File: config.mk
export PLATFORM = sky130hd
export DESIGN_NAME = load_store_unit
export DESIGN_NICKNAME = d
export VERILOG_FILES = /design/src/rtl/load_store_unit.sv
export SDC_FILE = /design/constraint.sdc
export NUM_CORES = 1
export LEC_CHECK = 0
export ABC_AREA = 0
export BUFFER_PORTS_ARGS = -buffer_cell sky130_fd_sc_hd__buf_2
export CORE_MARGIN = 4
export CORE_UTILIZATION = 30
export DETAILED_ROUTE_END_ITERATION = 10
export HOLD_SLACK_MARGIN = 0.1
export PLACE_DENSITY_LB_ADDON = 0.08
export SETUP_SLACK_MARGIN = 0.3
export SLEW_MARGIN = 20
export SYNTH_ARGS = -nofsm -noshare
export SYNTH_HDL_FRONTEND = slang
export SYNTH_SLANG_ARGS = --single-unit
export TNS_END_PERCENT = 5
File: constraint.sdc
create_clock -name clk -period 3.7 [get_ports clk]
set_clock_uncertainty 0.05 [all_clocks]
set_input_delay 0.185 -clock clk [delete_from_list [all_inputs] [get_ports clk]]
set_output_delay 0.185 -clock clk [all_outputs]
set_load 0.02 [all_outputs]
File: src/rtl/load_store_unit.sv
// load_store_unit: RV32I data-memory access stage (request/grant/response bus, load extension, timeout)
// Ports:
//   clk, reset            clock and asynchronous active-high reset
//   ls_valid, ls_we       memory instruction present (held until ls_done); 1 = store
//   funct3, addr          access size/sign and effective byte address
//   store_data            rs2 value for stores
//   stall                 freezes the PC while an access is outstanding
//   ls_done, ls_err       one-cycle completion pulse, with error flag
//   load_data             extended load result, held until the next load completes
//   mem_req/gnt           bus request and grant (address/write phase)
//   mem_addr/we/be/wdata  word address, write enable, byte enables, lane-replicated data
//   mem_rvalid/rdata      read response
module load_store_unit #(
    parameter int TIMEOUT_CYCLES = 16,
    parameter int CNT_W = $clog2(TIMEOUT_CYCLES + 1)
) (
    input  logic        clk,
    input  logic        reset,
    input  logic        ls_valid,
    input  logic        ls_we,
    input  logic [2:0]  funct3,
    input  logic [31:0] addr,
    input  logic [31:0] store_data,
    output logic        stall,
    output logic        ls_done,
    output logic        ls_err,
    output logic [31:0] load_data,
    output logic        mem_req,
    input  logic        mem_gnt,
    output logic [31:0] mem_addr,
    output logic        mem_we,
    output logic [3:0]  mem_be,
    output logic [31:0] mem_wdata,
    input  logic        mem_rvalid,
    input  logic [31:0] mem_rdata
);
    typedef enum logic [1:0] {IDLE, REQ, WAIT, DONE} state_t;
    state_t state;
    logic [CNT_W-1:0] cnt;
    logic [2:0] f3_q;
    logic [1:0] off_q;
    logic f3_ok, misaligned, dec_err, expire;
    logic [3:0] be_d;
    logic [31:0] wdata_d, shifted, ext;
    assign stall = ls_valid & ~ls_done;
    assign f3_ok = ls_we ? funct3 inside {3'b000, 3'b001, 3'b010}
                         : !(funct3 inside {3'b011, 3'b110, 3'b111});
    assign misaligned = (funct3[1:0] == 2'b01 & addr[0]) | (funct3[1:0] == 2'b10 & addr[1:0] != 2'b00);
    assign dec_err = ~f3_ok | misaligned;
    assign be_d = funct3[1:0] == 2'b00 ? 4'b0001 << addr[1:0]
                : funct3[1:0] == 2'b01 ? 4'b0011 << addr[1:0] : 4'b1111;
    assign wdata_d = funct3[1:0] == 2'b00 ? {4{store_data[7:0]}}
                   : funct3[1:0] == 2'b01 ? {2{store_data[15:0]}} : store_data;
    // Move the addressed byte/halfword to bit 0; funct3[2] selects zero extension.
    assign shifted = mem_rdata >> {off_q, 3'b000};
    assign ext = f3_q[1:0] == 2'b00 ? {{24{~f3_q[2] & shifted[7]}}, shifted[7:0]}
               : f3_q[1:0] == 2'b01 ? {{16{~f3_q[2] & shifted[15]}}, shifted[15:0]} : shifted;
    assign expire = cnt == CNT_W'(TIMEOUT_CYCLES - 1);
    always_ff @(posedge clk or posedge reset) begin
        if (reset) begin
            state     <= IDLE;
            cnt       <= '0;
            f3_q      <= '0;
            off_q     <= '0;
            ls_done   <= 1'b0;
            ls_err    <= 1'b0;
            load_data <= '0;
            mem_req   <= 1'b0;
            mem_addr  <= '0;
            mem_we    <= 1'b0;
            mem_be    <= '0;
            mem_wdata <= '0;
        end else begin
            ls_done <= 1'b0;
            ls_err  <= 1'b0;
            case (state)
                IDLE: if (ls_valid) begin
                    if (dec_err) begin
                        state     <= DONE;
                        ls_done   <= 1'b1;
                        ls_err    <= 1'b1;
                        load_data <= '0;
                    end else begin
                        state     <= REQ;
                        cnt       <= '0;
                        f3_q      <= funct3;
                        off_q     <= addr[1:0];
                        mem_req   <= 1'b1;
                        mem_addr  <= {addr[31:2], 2'b00};
                        mem_we    <= ls_we;
                        mem_be    <= be_d;
                        mem_wdata <= wdata_d;
                    end
                end
                // Progress beats expiry: grant/rvalid are checked before the timeout.
                REQ: if (mem_gnt) begin
                    mem_req <= 1'b0;
                    state   <= mem_we ? DONE : WAIT;
                    ls_done <= mem_we;
                end else if (expire) begin
                    mem_req   <= 1'b0;
                    state     <= DONE;
                    ls_done   <= 1'b1;
                    ls_err    <= 1'b1;
                    load_data <= '0;
                end else begin
                    cnt <= cnt + 1'b1;
                end
                WAIT: if (mem_rvalid) begin
                    load_data <= ext;
                    state     <= DONE;
                    ls_done   <= 1'b1;
                end else if (expire) begin
                    state     <= DONE;
                    ls_done   <= 1'b1;
                    ls_err    <= 1'b1;
                    load_data <= '0;
                end else begin
                    cnt <= cnt + 1'b1;
                end
                default: state <= IDLE;
            endcase
        end
    end
endmodule

# After elaboration in Yosys (flattened, before gate mapping)

Cells that the tools add are included.

Add/subtract/negate cells: 1
Bitwise operators: 11
Divide/modulo/power cells: 0
Magnitude comparators: 0
Shift-type cells: 3
Eq/ne operators: 17
Reduce and logical (&&, ||, !) cells: 14
Multiplexer cells: 40
Multiply operators: 0

Operators with widths:

| operator                                      | count |
|---|---|
| 2-to-1 mux 32 bit                             | 9 |
| one-hot mux 32 bit (3 select lines)           | 1 |
| >> shifter 32 x 5 -> 32 bit                   | 1 |
| 2-to-1 mux 5 bit                              | 5 |
| one-hot mux 5 bit (3 select lines)            | 1 |
| 2-to-1 mux 1 bit                              | 13 |
| 2-to-1 mux 2 bit                              | 5 |
| inequality test 2 bit, second input constant  | 5 |
| nonzero test 3 bit                            | 3 |
| 2-to-1 mux 4 bit                              | 2 |
| AND reduction 4 bit                           | 2 |
| == test 2 x 1 -> 1 bit, second input constant | 3 |
| == test 3 x 2 -> 1 bit, second input constant | 2 |
| == test 3 bit, second input constant          | 2 |
| logical NOT 2 bit                             | 3 |
| one-hot mux 1 bit (3 select lines)            | 2 |
| one-hot mux 2 bit (3 select lines)            | 1 |
| adder 5 x 1 -> 5 bit, second input constant   | 1 |
| bitwise AND 1 bit                             | 5 |
| == test 5 x 4 -> 1 bit, second input constant | 1 |
| AND reduction 5 bit                           | 1 |
| == test 2 bit, second input constant          | 2 |
| NOT 1 bit                                     | 4 |
| nonzero test 2 bit                            | 2 |
| other kinds (9)                               | 10 |

Memories: 0
Latch bits: 0
Register bits after elaboration: 114
Memory bits (read-only): 0
Output and inout bits: 105
Input bits: 105
Memory bits (writable): 0

# Logic depth before layout (Yosys ltp)

Gate-level depths: netlist of the first run.

Word-level depth: 9
Gate-level depth with buffers: 9

# Least setup slack after synthesis of the first run

Ideal clock, no wire load.

Kind: register to register
Start point: register state[0]
End point: register mem_addr[10]
Setup slack: 1590 ps
Arrival time: 1936 ps
Stages on the path, launching flop included: 8
Required time: 3525 ps
Setup time: 125 ps
Cell sequence: dfrtp_1 > inv_1 > ha_1 > and2_1 > nand4_1 > clkbuf_1 > buf_2 > mux2_2

Word-level cells in the longest chain between the ends: 2

RTL lines:

| what                                 | RTL line | text |
|---|---|---|
| start, declared                      | 38       | `state_t state;` |
| start signal, assigned               | 98       | `state <= mem_we ? DONE : WAIT;` |
| logical NOT 2 bit                    | 76       | `case (state)` |
| AND reduction 3 bit (no source line) | --       |  |
| end signal, assigned                 | 89       | `mem_addr <= {addr[31:2], 2'b00};` |
| end, declared                        | 30       | `output logic [31:0] mem_addr,` |

No other way between the ends.
A chain may end at the register's enable or synchronous reset.

# Worst setup path after layout of the first run

Start point: register state[0]
End point: register load_data[31]

Word-level cells in the longest chain between the ends: 3
Elaborated cells on any way between the ends: 9
Classes of those cells: eq/ne (5); mux (1); reduce/logical (3)

RTL lines:

| what                                                                         | RTL line | text |
|---|---|---|
| == test 2 x 1 -> 1 bit (tied with other cells)                               | 76       |  |
| inequality test 2 bit (no source line) or nonzero test 3 bit (tied branches) | --       |  |
| AND reduction 4 bit (no source line)                                         | --       |  |
| end signal, assigned                                                         | 110      | `load_data <= ext;` |
| end, declared                                                                | 27       | `output logic [31:0] load_data,` |

Several ways; a longest one is shown, not always the timed one.

==> flow_summary.json, run 1 <==
{
  "status": "complete, no violations",
  "synth.cell_area_um2": 5530,
  "numCtsBuffers": 17,
  "async_flop_share": 1.00,
  "cts_resized": 0,
  "hold_viol_final": 0,
  "crit_chain": "inv_1 > ha_1 > nor2b_1 > a21oi_1 > and3_1 > a32oi_1 > o21ai_0",
  "avgViaCountPerCell": 4.83,
  "crit_arrival_ns": 2.72,
  "yosys-top-cells-area": "dfrtp_1, mux2_2, mux2i_1, o21ai_0, nand2_1",
  "crit_required_ns": 3.96,
  "coreArea_um2": 18000,
  "synthMostInstantiatedCell": "dfrtp_1",
  "cts_setup_buffers": 0,
  "clk_path_buf_depth": 2,
  "tightest_slew_ns": 1.05,
  "fp.dieW_um": 144,
  "crit_slowest_cell": "and3_1",
  "synth_common_cells": "dfrtp_1, o21ai_0, nand2_1",
  "cap_violations": 0,
  "setup_violations": 0,
  "clock_latency_ns": 0.41,
  "wl_per_cell_um": 16.4,
  "rows": 49,
  "path_clk_slew_ns": 0.05,
  "grt_pass1_vias": 5205,
  "ctsHoldBuffers": 77,
  "grt_max_degree": 75,
  "hpwl_um": 11700,
  "relSlewSlack": 0.295,
  "cts_root_buffer": "clkbuf_16",
  "drcViolationCount": 0,
  "fmax_mhz": 406,
  "gp_congestion": 0.775,
  "die-area_um2": 20700,
  "die_h_um": 144,
  "post-route-util": 0.449,
  "fin_nets": 893,
  "period_minus_slack_ns": 2.46,
  "final.setup.tns_ns": 0,
  "io_buffers": 207,
  "synth_cells": 503,
  "slowest_delay_ns": 0.82,
  "wl_um": 16700,
  "ir_drop_mv": 0.341,
  "fillerInstances": 1808,
  "synth_ff_type": "dfrtp_1",
  "grtUsageTotal": 0.164,
  "syn_to_final_growth_pct": 46.3,
  "setup.worst_path.class": "register to register",
  "drtIter0Drc": 197,
  "vias": 4920,
  "cts_tree": "yes",
  "synth_edf_count": 0,
  "rsz0062_at_grt": "no",
  "drive_gt1_frac": 0.366,
  "initial_core_util": 0.307,
  "ys_warn_count": 0,
  "yosys.cell_types.count": 46,
  "synth_top_area_share": 0.516,
  "power_leakage_nw": 4.02,
  "timing.final.crit_share": 0.665,
  "power.total_w": 0.00657,
  "diodes": 0,
  "ys_ff_latch": 114,
  "worstHoldPathType": "primary input to register",
  "syn_area_per_cell_um2": 11.0,
  "maxSlewViolCount": 0,
  "cts_max_level": 4,
  "cp-start-kind": "register",
  "yosysTopAreaCell": "dfrtp_1",
  "detail-route-antenna-nets": 0,
  "endpoint_kind": "register",
  "seq_area_frac_synth": 0.516,
  "p_per_area_nw_per_um2": 812,
  "worst-path-max-fanout": 23,
  "drtPass1Iterations": 4,
  "clkSinkCount": 114,
  "grt_overflow": 0,
  "antenna_found_initial": 1,
  "io_pins": 210,
  "grt_first_pass_wirelength_um": 26700
}
-- worst max-delay path: cells and delay by family, from the launching register on --
family,cells,cell delay [ns]
AOI/OAI and AO/OA,3,0.50
adders and majority gates,1,0.32
buffers and inverters,1,0.08
DFF,1,0.39
and+or+nand+nor,2,1.01
-- area by class of cell --
cell class,count,area (um2),area share
Tap cell,229,287,0.0354
Sequential cell,114,2850,0.353
Multi-Input combinational cell,347,2490,0.308
Clock buffer,26,509,0.0630
Inverter,8,32.5,0.00402
Clock inverter,5,50.0,0.00619
Timing Repair Buffer,290,1860,0.231
-- through the flow --
step | hold slack, ns | worst slack [ns] | cells | instance area [um2]
2_1_floorplan | 0.267 | 0.449 | 504 | 5530
3_3_place_gp | 0.353 | 1.23 | 911 | 6760
3_5_place_dp | 0.354 | 1.15 | 911 | 6760
4_1_cts | 0.105 | 1.22 | 1019 | 8090
5_1_grt | 0.127 | 0.991 | 1019 | 8090
6_report | 0.120 | 1.24 | 1019 | 8090
-- worst paths after layout --
check / from / to / slack [ns] / depth (start not counted)
min in group asynchronous: reset / mem_addr[13]$_DFFE_PP0P_ / 0.50 / 3
hold / removal: mem_rdata[8] / load_data[0]$_DFFE_PP0P_ / 0.12 / 3
hold reg to reg: mem_wdata[23]$_DFFE_PP0P_ / mem_wdata[23]$_DFFE_PP0P_ / 0.42 / 2
max in group asynchronous: reset / load_data[29]$_DFFE_PP0P_ / 2.24 / 4
setup reg to reg: state[0]$_DFFE_PP0N_ / load_data[31]$_DFFE_PP0P_ / 1.24 / 7
setup / recovery: state[0]$_DFFE_PP0N_ / load_data[31]$_DFFE_PP0P_ / 1.24 / 7
-- power by group --
| part | internal, W | leakage, nW | switching [W] |
|---|---|---|---|
| Sequential | 0.00180 | 1.45 | 0.000378 |
| Clock | 0.00100 | 0.280 | 0.000540 |
| Combinational | 0.00110 | 2.28 | 0.00174 |
-- sequential cells by signal, indices dropped and copies added (netlist names) --
register,flops
load_data,32
cnt,5
f3_q,3
ls_done,1
state,2
mem_addr,30
ls_err,1
mem_wdata,32
off_q,2
mem_we,1
mem_be,4
mem_req,1
-- placed cells by master (no fill, tap or decap), types with 3 or more instances in the layout --
cell type | synthesis | routed
clkbuf_8 | 0 | 5
nor3_1 | 3 | 3
a32oi_1 | 8 | 8
buf_2 | 8 | 207
dlygate4sd3_1 | 0 | 77
dfrtp_1 | 114 | 114
mux2_2 | 40 | 40
a22o_1 | 16 | 16
ha_1 | 10 | 10
nand2b_1 | 5 | 5
inv_1 | 8 | 7
clkinv_2 | 0 | 4
a211o_1 | 8 | 8
buf_4 | 2 | 5
clkbuf_16 | 0 | 17
mux2i_1 | 40 | 40
or3_1 | 3 | 3
mux2_1 | 3 | 3
clkbuf_1 | 22 | 4
nor2_1 | 20 | 20
and3_1 | 3 | 3
nor2b_1 | 16 | 16
nand3_1 | 5 | 5
a21oi_1 | 21 | 21
nand2_1 | 46 | 46
a32o_1 | 7 | 7
o21ai_0 | 63 | 63
a31o_2 | 3 | 3
-- kinds of logic (layout without fill, tap and decap cells) --
kind of cell	after synthesis	after routing	synth area share
buf+inv	43	329	0.0337
compound gates	140	140	0.167
mux	83	83	0.160
flops	114	114	0.516
other cells	1	2	0.000679
simple gates	111	111	0.0978
xor+xnor	1	1	0.00159
fa+ha+maj	10	10	0.0226
-- per-layer routing --
metal | track usage | wire, um | vias to the layer above
met1 | 0.195 | 6800 | 2387
li1 | - | - | 2366
met5 | 0 | 7 | -
met2 | 0.277 | 8310 | 145
met4 | 0.0555 | 295 | 2
met3 | 0.0556 | 1280 | 20
Note: power is estimated with default switching activity, not from simulation.
==> inputs of run 2 (changes only) <==
--- a/config.mk
+++ b/config.mk
@@ -5,7 +5,7 @@
 export SDC_FILE = /design/constraint.sdc
 export NUM_CORES = 1
 export LEC_CHECK = 0
-export ABC_AREA = 0
+export ABC_AREA = 1
 export BUFFER_PORTS_ARGS = -buffer_cell sky130_fd_sc_hd__buf_2
 export CORE_MARGIN = 4
 export CORE_UTILIZATION = 30
==> constraint.sdc (replaced) <==
create_clock -name clk -period 2 [get_ports clk]
set_clock_uncertainty 0.05 [all_clocks]
set_input_delay 0.1 -clock clk [delete_from_list [all_inputs] [get_ports clk]]
set_output_delay 0.1 -clock clk [all_outputs]
set_load 0.02 [all_outputs]
==> flow_summary.json, run 2 <==
{
  "io_pins": 210,
  "wl_um": 22800,
  "synth_ff_type": "dfrtp_1",
  "drcViolationCount": 0,
  "crit_required_ns": 2.25,
  "drtPass1Iterations": 5,
  "initial_core_util": 0.308,
  "numCtsBuffers": 17,
  "avgViaCountPerCell": 4.69,
  "wl_met3_um": 1690,
  "yosys-top-cells-area": "dfrtp_1, nand2_1, nand3_1, o21ai_0, nor2_1",
  "setup_violations": 0,
  "status": "complete, no violations",
  "ys_ff_latch": 114,
  "layout_commonest_cell": "nand2_1",
  "routed-wl-met2_um": 10500,
  "cap_violations": 0,
  "worstHoldPathType": "primary input to register",
  "power_leakage_nw": 5.02,
  "detail-route-antenna-nets": 0,
  "layout_common_cells": "nand2_1, buf_2, dfrtp_1, dlygate4sd3_1, nand3_1",
  "async_flop_share": 1.00,
  "maxSlewViolCount": 0,
  "ir_drop_mv": 0.642,
  "gp_congestion": 0.899,
  "wl_per_cell_um": 15.6,
  "clock_latency_ns": 0.41,
  "yosys.cell_types.count": 36,
  "cp-start-kind": "register",
  "grt_overflow": 0,
  "syn_to_final_growth_pct": 53.3,
  "coreArea_um2": 20400,
  "grt_first_pass_wirelength_um": 36400,
  "power.total_w": 0.0153,
  "period_minus_slack_ns": 1.74,
  "path_clk_slew_ns": 0.06,
  "synth_cells": 849,
  "cts_root_buffer": "clkbuf_16",
  "timing.final.crit_share": 0.868,
  "hold-worst-slack_ns": 0.148,
  "grtUsageTotal": 0.192,
  "setup.worst_path.class": "register to register",
  "diodes": 0,
  "hold_viol_final": 0,
  "highest_layer": "met4",
  "synth_edf_count": 0,
  "fin_nets": 1290,
  "yosysTopAreaCell": "dfrtp_1",
  "endpoint_kind": "register",
  "die_h_um": 153,
  "syn_area_per_cell_um2": 7.42,
  "drive_gt1_frac": 0.314,
  "relSlewSlack": 0.647,
  "p_per_area_nw_per_um2": 1590,
  "grt_max_degree": 51,
  "synth.cell_area_um2": 6300,
  "worst-path-max-fanout": 5,
  "tightest_slew_ns": 0.529,
  "grt_pass1_vias": 6827,
  "wl_met1_um": 10200,
  "drtIter0Drc": 327,
  "rsz0062_at_grt": "yes",
  "fmax_mhz": 576,
  "ys_warn_count": 0,
  "rows": 52,
  "hpwl_um": 15700,
  "top_regs": "load_data: 32 flops, mem_wdata: 32 flops, mem_addr: 30 flops",
  "io_buffers": 207,
  "synth_top_area_share": 0.453,
  "cts_max_level": 4,
  "post-route-util": 0.473,
  "die-area_um2": 23400,
  "crit_arrival_ns": 1.98,
  "synthMostInstantiatedCell": "nand2_1",
  "seq_area_frac_synth": 0.453,
  "final.setup.tns_ns": 0,
  "synth_common_cells": "nand2_1, dfrtp_1, nand3_1",
  "vias": 6832,
  "fp.dieW_um": 153,
  "clkSinkCount": 114,
  "cts_tree": "yes",
  "antenna_found_initial": 0,
  "clk_path_buf_depth": 2
}
## run 2: changes by cell type after synthesis, moves of 16 or more
cell,delta
nand2_1,+313
o21ai_0,-17
nor2_1,+30
mux2i_1,-40
inv_1,+24
a22o_1,-16
mux2_2,-40
nand3_1,+61
nor2b_1,-16
o211ai_1,+21
## run 2: worst max-delay path: stages (launching register included)
cell and delay (ns):
dfrtp_2 0.48, buf_12 0.16, buf_8 0.12, or2_4 0.23, o211ai_1 0.10, nand3_1 0.19
nand3_1 0.12, o21ai_1 0.07, nand2_1 0.06, nand2_1 0.05
## run 2: cell families (layout without fill, tap and decap cells)
kind of cell,count (synthesis),count (layout),share of synthesized area
AO/OA/AOI/OAI,118,118,0.111
adder cells (fa/ha/maj),10,10,0.0199
buffers and inverters,91,428,0.0703
flip-flops,114,114,0.453
other,1,2,0.000595
AND/OR/NAND/NOR,515,516,0.345
## run 2: power by group
part / leakage [nW] / internal (W) / total (W) / switching, W
Clock: 0.290 / 0.00201 / 0.00320 / 0.00119
Combinational: 3.27 / 0.00306 / 0.00810 / 0.00504
Sequential: 1.46 / 0.00334 / 0.00404 / 0.000701
## run 2: layer usage
layer,GRT usage,up-vias
met2,0.304,235
met1,0.255,3157
met4,0.0526,0
met5,0,-
met3,0.0605,28
li1,-,3412
## run 2: repair_timing
| item | 4_1_cts | 5_1_grt |
|---|---|---|
| setup endpoints to repair | 85 | 92 |
| buffers inserted | 6 | 19 |
| cloned | 3 | 2 |
| hold endpoints to repair | 126 | 0 |
| pin swaps | 3 | 31 |
| hold buffers | 80 | 0 |
| gates resized for setup | 22 | 56 |
## run 2: worst paths after layout
| path | startpoint | endpoint | slack (ns) | cells after the start |
|---|---|---|---|---|
| min | funct3[1] | f3_q[1]$_DFFE_PP0P_ | 0.15 | 4 |
| max in group asynchronous | reset | cnt[0]$_DFFE_PP0P_ | 1.03 | 4 |
| max | off_q[0]$_DFFE_PP0P_ | load_data[4]$_DFFE_PP0P_ | 0.26 | 9 |
| max reg2reg | off_q[0]$_DFFE_PP0P_ | load_data[4]$_DFFE_PP0P_ | 0.26 | 9 |
| min in group asynchronous | reset | mem_wdata[12]$_DFFE_PP0P_ | 0.24 | 3 |
| min reg2reg | mem_wdata[16]$_DFFE_PP0P_ | mem_wdata[16]$_DFFE_PP0P_ | 0.42 | 2 |
## run 2: area by class of cell
class	instances	area, um2
timing repair inverter	2	22.5
fill	2079	10800
timing repair buffer	351	2500
sequential	114	2860
inverter	43	189
clock buffer	18	439
tap	270	338
clock inverter	14	178
multi-input combinational	646	3130
## run 2: per-stage QoR
stage / setup WS [ns] / instance area [um2] / cells
2_1_floorplan: 0.187 / 6310 / 850
3_3_place_gp: 0.112 / 7770 / 1316
3_5_place_dp: 0.0677 / 7770 / 1316
4_1_cts: 0.201 / 9350 / 1437
5_1_grt: 0.168 / 9660 / 1458
6_report: 0.264 / 9660 / 1458
==> inputs of run 3 (changes only) <==
==> constraint.sdc (replaced) <==
create_clock -name clk -period 2 [get_ports clk]
set_clock_uncertainty 0.05 [all_clocks]
set_input_delay 0.3 -clock clk [delete_from_list [all_inputs] [get_ports clk]]
set_output_delay 0.3 -clock clk [all_outputs]
set_load 0.02 [all_outputs]
==> flow_summary.json, run 3 (synthesis results as in run 2) <==
{
  "status": "complete, no violations",
  "multi_input_area_um2": 3160,
  "pwr-share-seq": 0.270,
  "cp-endpoint": "state[0]$_DFFE_PP0N_",
  "drcViolationCount": 0,
  "rows": 52,
  "slowest_delay_ns": 0.38,
  "relSlewSlack": 0.638,
  "grt_pass1_vias": 6539,
  "clock_latency_ns": 0.41,
  "crit_buf_inv": 2,
  "coreArea_um2": 20400,
  "crit_chain": "ha_2 > nand2_2 > nor2_4 > ha_4 > inv_4 > buf_8 > a22oi_1 > nor4_1 > o22ai_1",
  "r2r_setup_slack_ns": 0.29,
  "sw_frac_of_total": 0.455,
  "r2r-end": "state[0]$_DFFE_PP0N_",
  "drive_gt1_frac": 0.309,
  "hpwl_um": 15300,
  "worstHoldPathType": "primary input to register",
  "die-area_um2": 23400,
  "top_regs": "load_data: 32 flops, mem_wdata: 32 flops, mem_addr: 30 flops",
  "setup_violations": 0,
  "grtUsageTotal": 0.185,
  "crit_required_ns": 2.23,
  "fin_nets": 1238,
  "avgViaCountPerCell": 4.70,
  "ir_drop_mv": 0.672,
  "path_delay_family": "flip-flops",
  "maxSlewViolCount": 0,
  "power.total_w": 0.0150,
  "die_h_um": 153,
  "path_clk_slew_ns": 0.05,
  "seq_area_um2": 2850,
  "startpoint": "cnt[1]$_DFFE_PP0P_",
  "endpoint_kind": "register",
  "clk_path_buf_depth": 2,
  "p_comb_frac": 0.528,
  "wl_um": 21800,
  "numCtsBuffers": 17,
  "crit_slowest_cell": "dfrtp_1",
  "p_per_area_nw_per_um2": 1640,
  "rsz0062_at_grt": "yes",
  "timing.rr.start": "cnt[1]$_DFFE_PP0P_",
  "power_leakage_nw": 4.79,
  "worst-path-max-fanout": 6,
  "timing.final.crit_share": 0.856,
  "wl_per_cell_um": 15.5,
  "cp_num_cells": 9,
  "hold_viol_final": 0,
  "syn_to_final_growth_pct": 45.2,
  "detail-route-antenna-nets": 0,
  "design_area_um2": 9140,
  "ff2ff_path_depth": 9,
  "drtIter0Drc": 310,
  "diodes": 0,
  "crit_arrival_ns": 1.94,
  "clkPwrFrac": 0.202,
  "p_switching_w": 0.00682,
  "fillerInstances": 2113,
  "grt_overflow": 0,
  "fp.dieW_um": 153,
  "fmax_mhz": 584,
  "cts_root_buffer": "clkbuf_16",
  "cts_tree": "yes",
  "hold-worst-slack_ns": 0.110,
  "grt_max_degree": 76,
  "cp-start-kind": "register",
  "layout_common_cells": "nand2_1, buf_2, dfrtp_1, nand3_1, nor2_1",
  "io_pins": 210,
  "io_buffers": 207,
  "internal_power_w": 0.00818,
  "cts_max_level": 4,
  "clkSinkCount": 114,
  "grt_first_pass_wirelength_um": 35000,
  "setup.worst_path.class": "register to register",
  "worst_slack_ns": 0.287,
  "antenna_found_initial": 2,
  "drtPass1Iterations": 5,
  "post-place-ws_ns": 0.0160,
  "tightest_slew_ns": 0.543,
  "gp_congestion": 0.869,
  "vias": 6604,
  "period_minus_slack_ns": 1.71,
  "final.setup.tns_ns": 0,
  "cap_violations": 0,
  "initial_core_util": 0.308,
  "place_area_um2": 7750,
  "layout_commonest_cell": "nand2_1"
}
==> run 3: cell count changes in the layout (fill, tap and decap cells not counted), sizes merged <==
cell,before,now
dlygate4sd3,80,39
buf,270,258
clkbuf,19,23
bufinv,3,2
clkinv,6,5
inv,44,43
==> run 3: timing repair <==
| item | in CTS | in global routing |
|---|---|---|
| hold buffers | 39 | 0 |
| pin swaps | 6 | 13 |
| buffers inserted | 10 | 6 |
| endpoints found under the hold margin | 152 | 0 |
| cloned | 3 | 2 |
| endpoints found under the setup margin | 41 | 43 |
| resized for setup | 19 | 41 |
==> run 3: metrics by stage <==
stage / instances / utilization
final: 1406 / 0.448
after global routing: 1406 / 0.448
after CTS: 1398 / 0.436
after detailed placement: 1314 / 0.379
after global placement: 1314 / 0.379
after floorplan: 850 / -
==> run 3: layout make-up <==
class / instances / share of cell area
Tap cell: 270 / 0.0370
Multi-Input combinational cell: 646 / 0.345
Timing Repair inverter: 2 / 0.00219
Clock inverter: 11 / 0.0141
Clock buffer: 21 / 0.0504
Timing Repair Buffer: 299 / 0.219
Inverter: 43 / 0.0197
Sequential cell: 114 / 0.312
==> run 3: power groups by stage <==
stage | Clock (W) | Combinational [W] | Sequential [W]
6_report | 0.00304 | 0.00792 | 0.00404
5_1_grt | 0.00322 | 0.00866 | 0.00418
4_1_cts | 0.00312 | 0.00758 | 0.00403
3_5_place_dp | 0 | 0.00699 | 0.00404
3_3_place_gp | 0 | 0.00700 | 0.00406
2_1_floorplan | 0 | 0.00338 | 0.00508
==> run 3: worst min-delay path by stage <==
stage              from                        to  slack, ns  cells past startpoint
6_report          ls_we        mem_we$_DFFE_PP0P_       0.11                      3
4_1_cts           ls_we        mem_we$_DFFE_PP0P_       0.11                      3
3_5_place_dp      reset     mem_be[3]$_DFFE_PP0P_       0.41                      3
5_1_grt           ls_we        mem_we$_DFFE_PP0P_       0.11                      3
2_1_floorplan  addr[10]  mem_addr[10]$_DFFE_PP0P_       0.36                      2
3_3_place_gp      reset     mem_be[2]$_DFFE_PP0P_       0.41                      3
==> run 3: worst reg2reg max path: cells and delay by family, from the launching register on <==
family / cells / cell delay, ns
AOI/OAI and AO/OA: 2 / 0.21
adders and majority gates: 2 / 0.36
buffers and inverters: 2 / 0.21
DFF: 1 / 0.38
and+or+nand+nor: 3 / 0.37
==> run 3: layer usage <==
layer | part of all wire | GRT usage | vias to the layer above
li1 | - | - | 3294
met1 | 0.44 | 0.246 | 3038
met2 | 0.45 | 0.290 | 246
met3 | 0.090 | 0.0628 | 22
met4 | 0.012 | 0.0484 | 4
met5 | 0.00092 | 0 | -
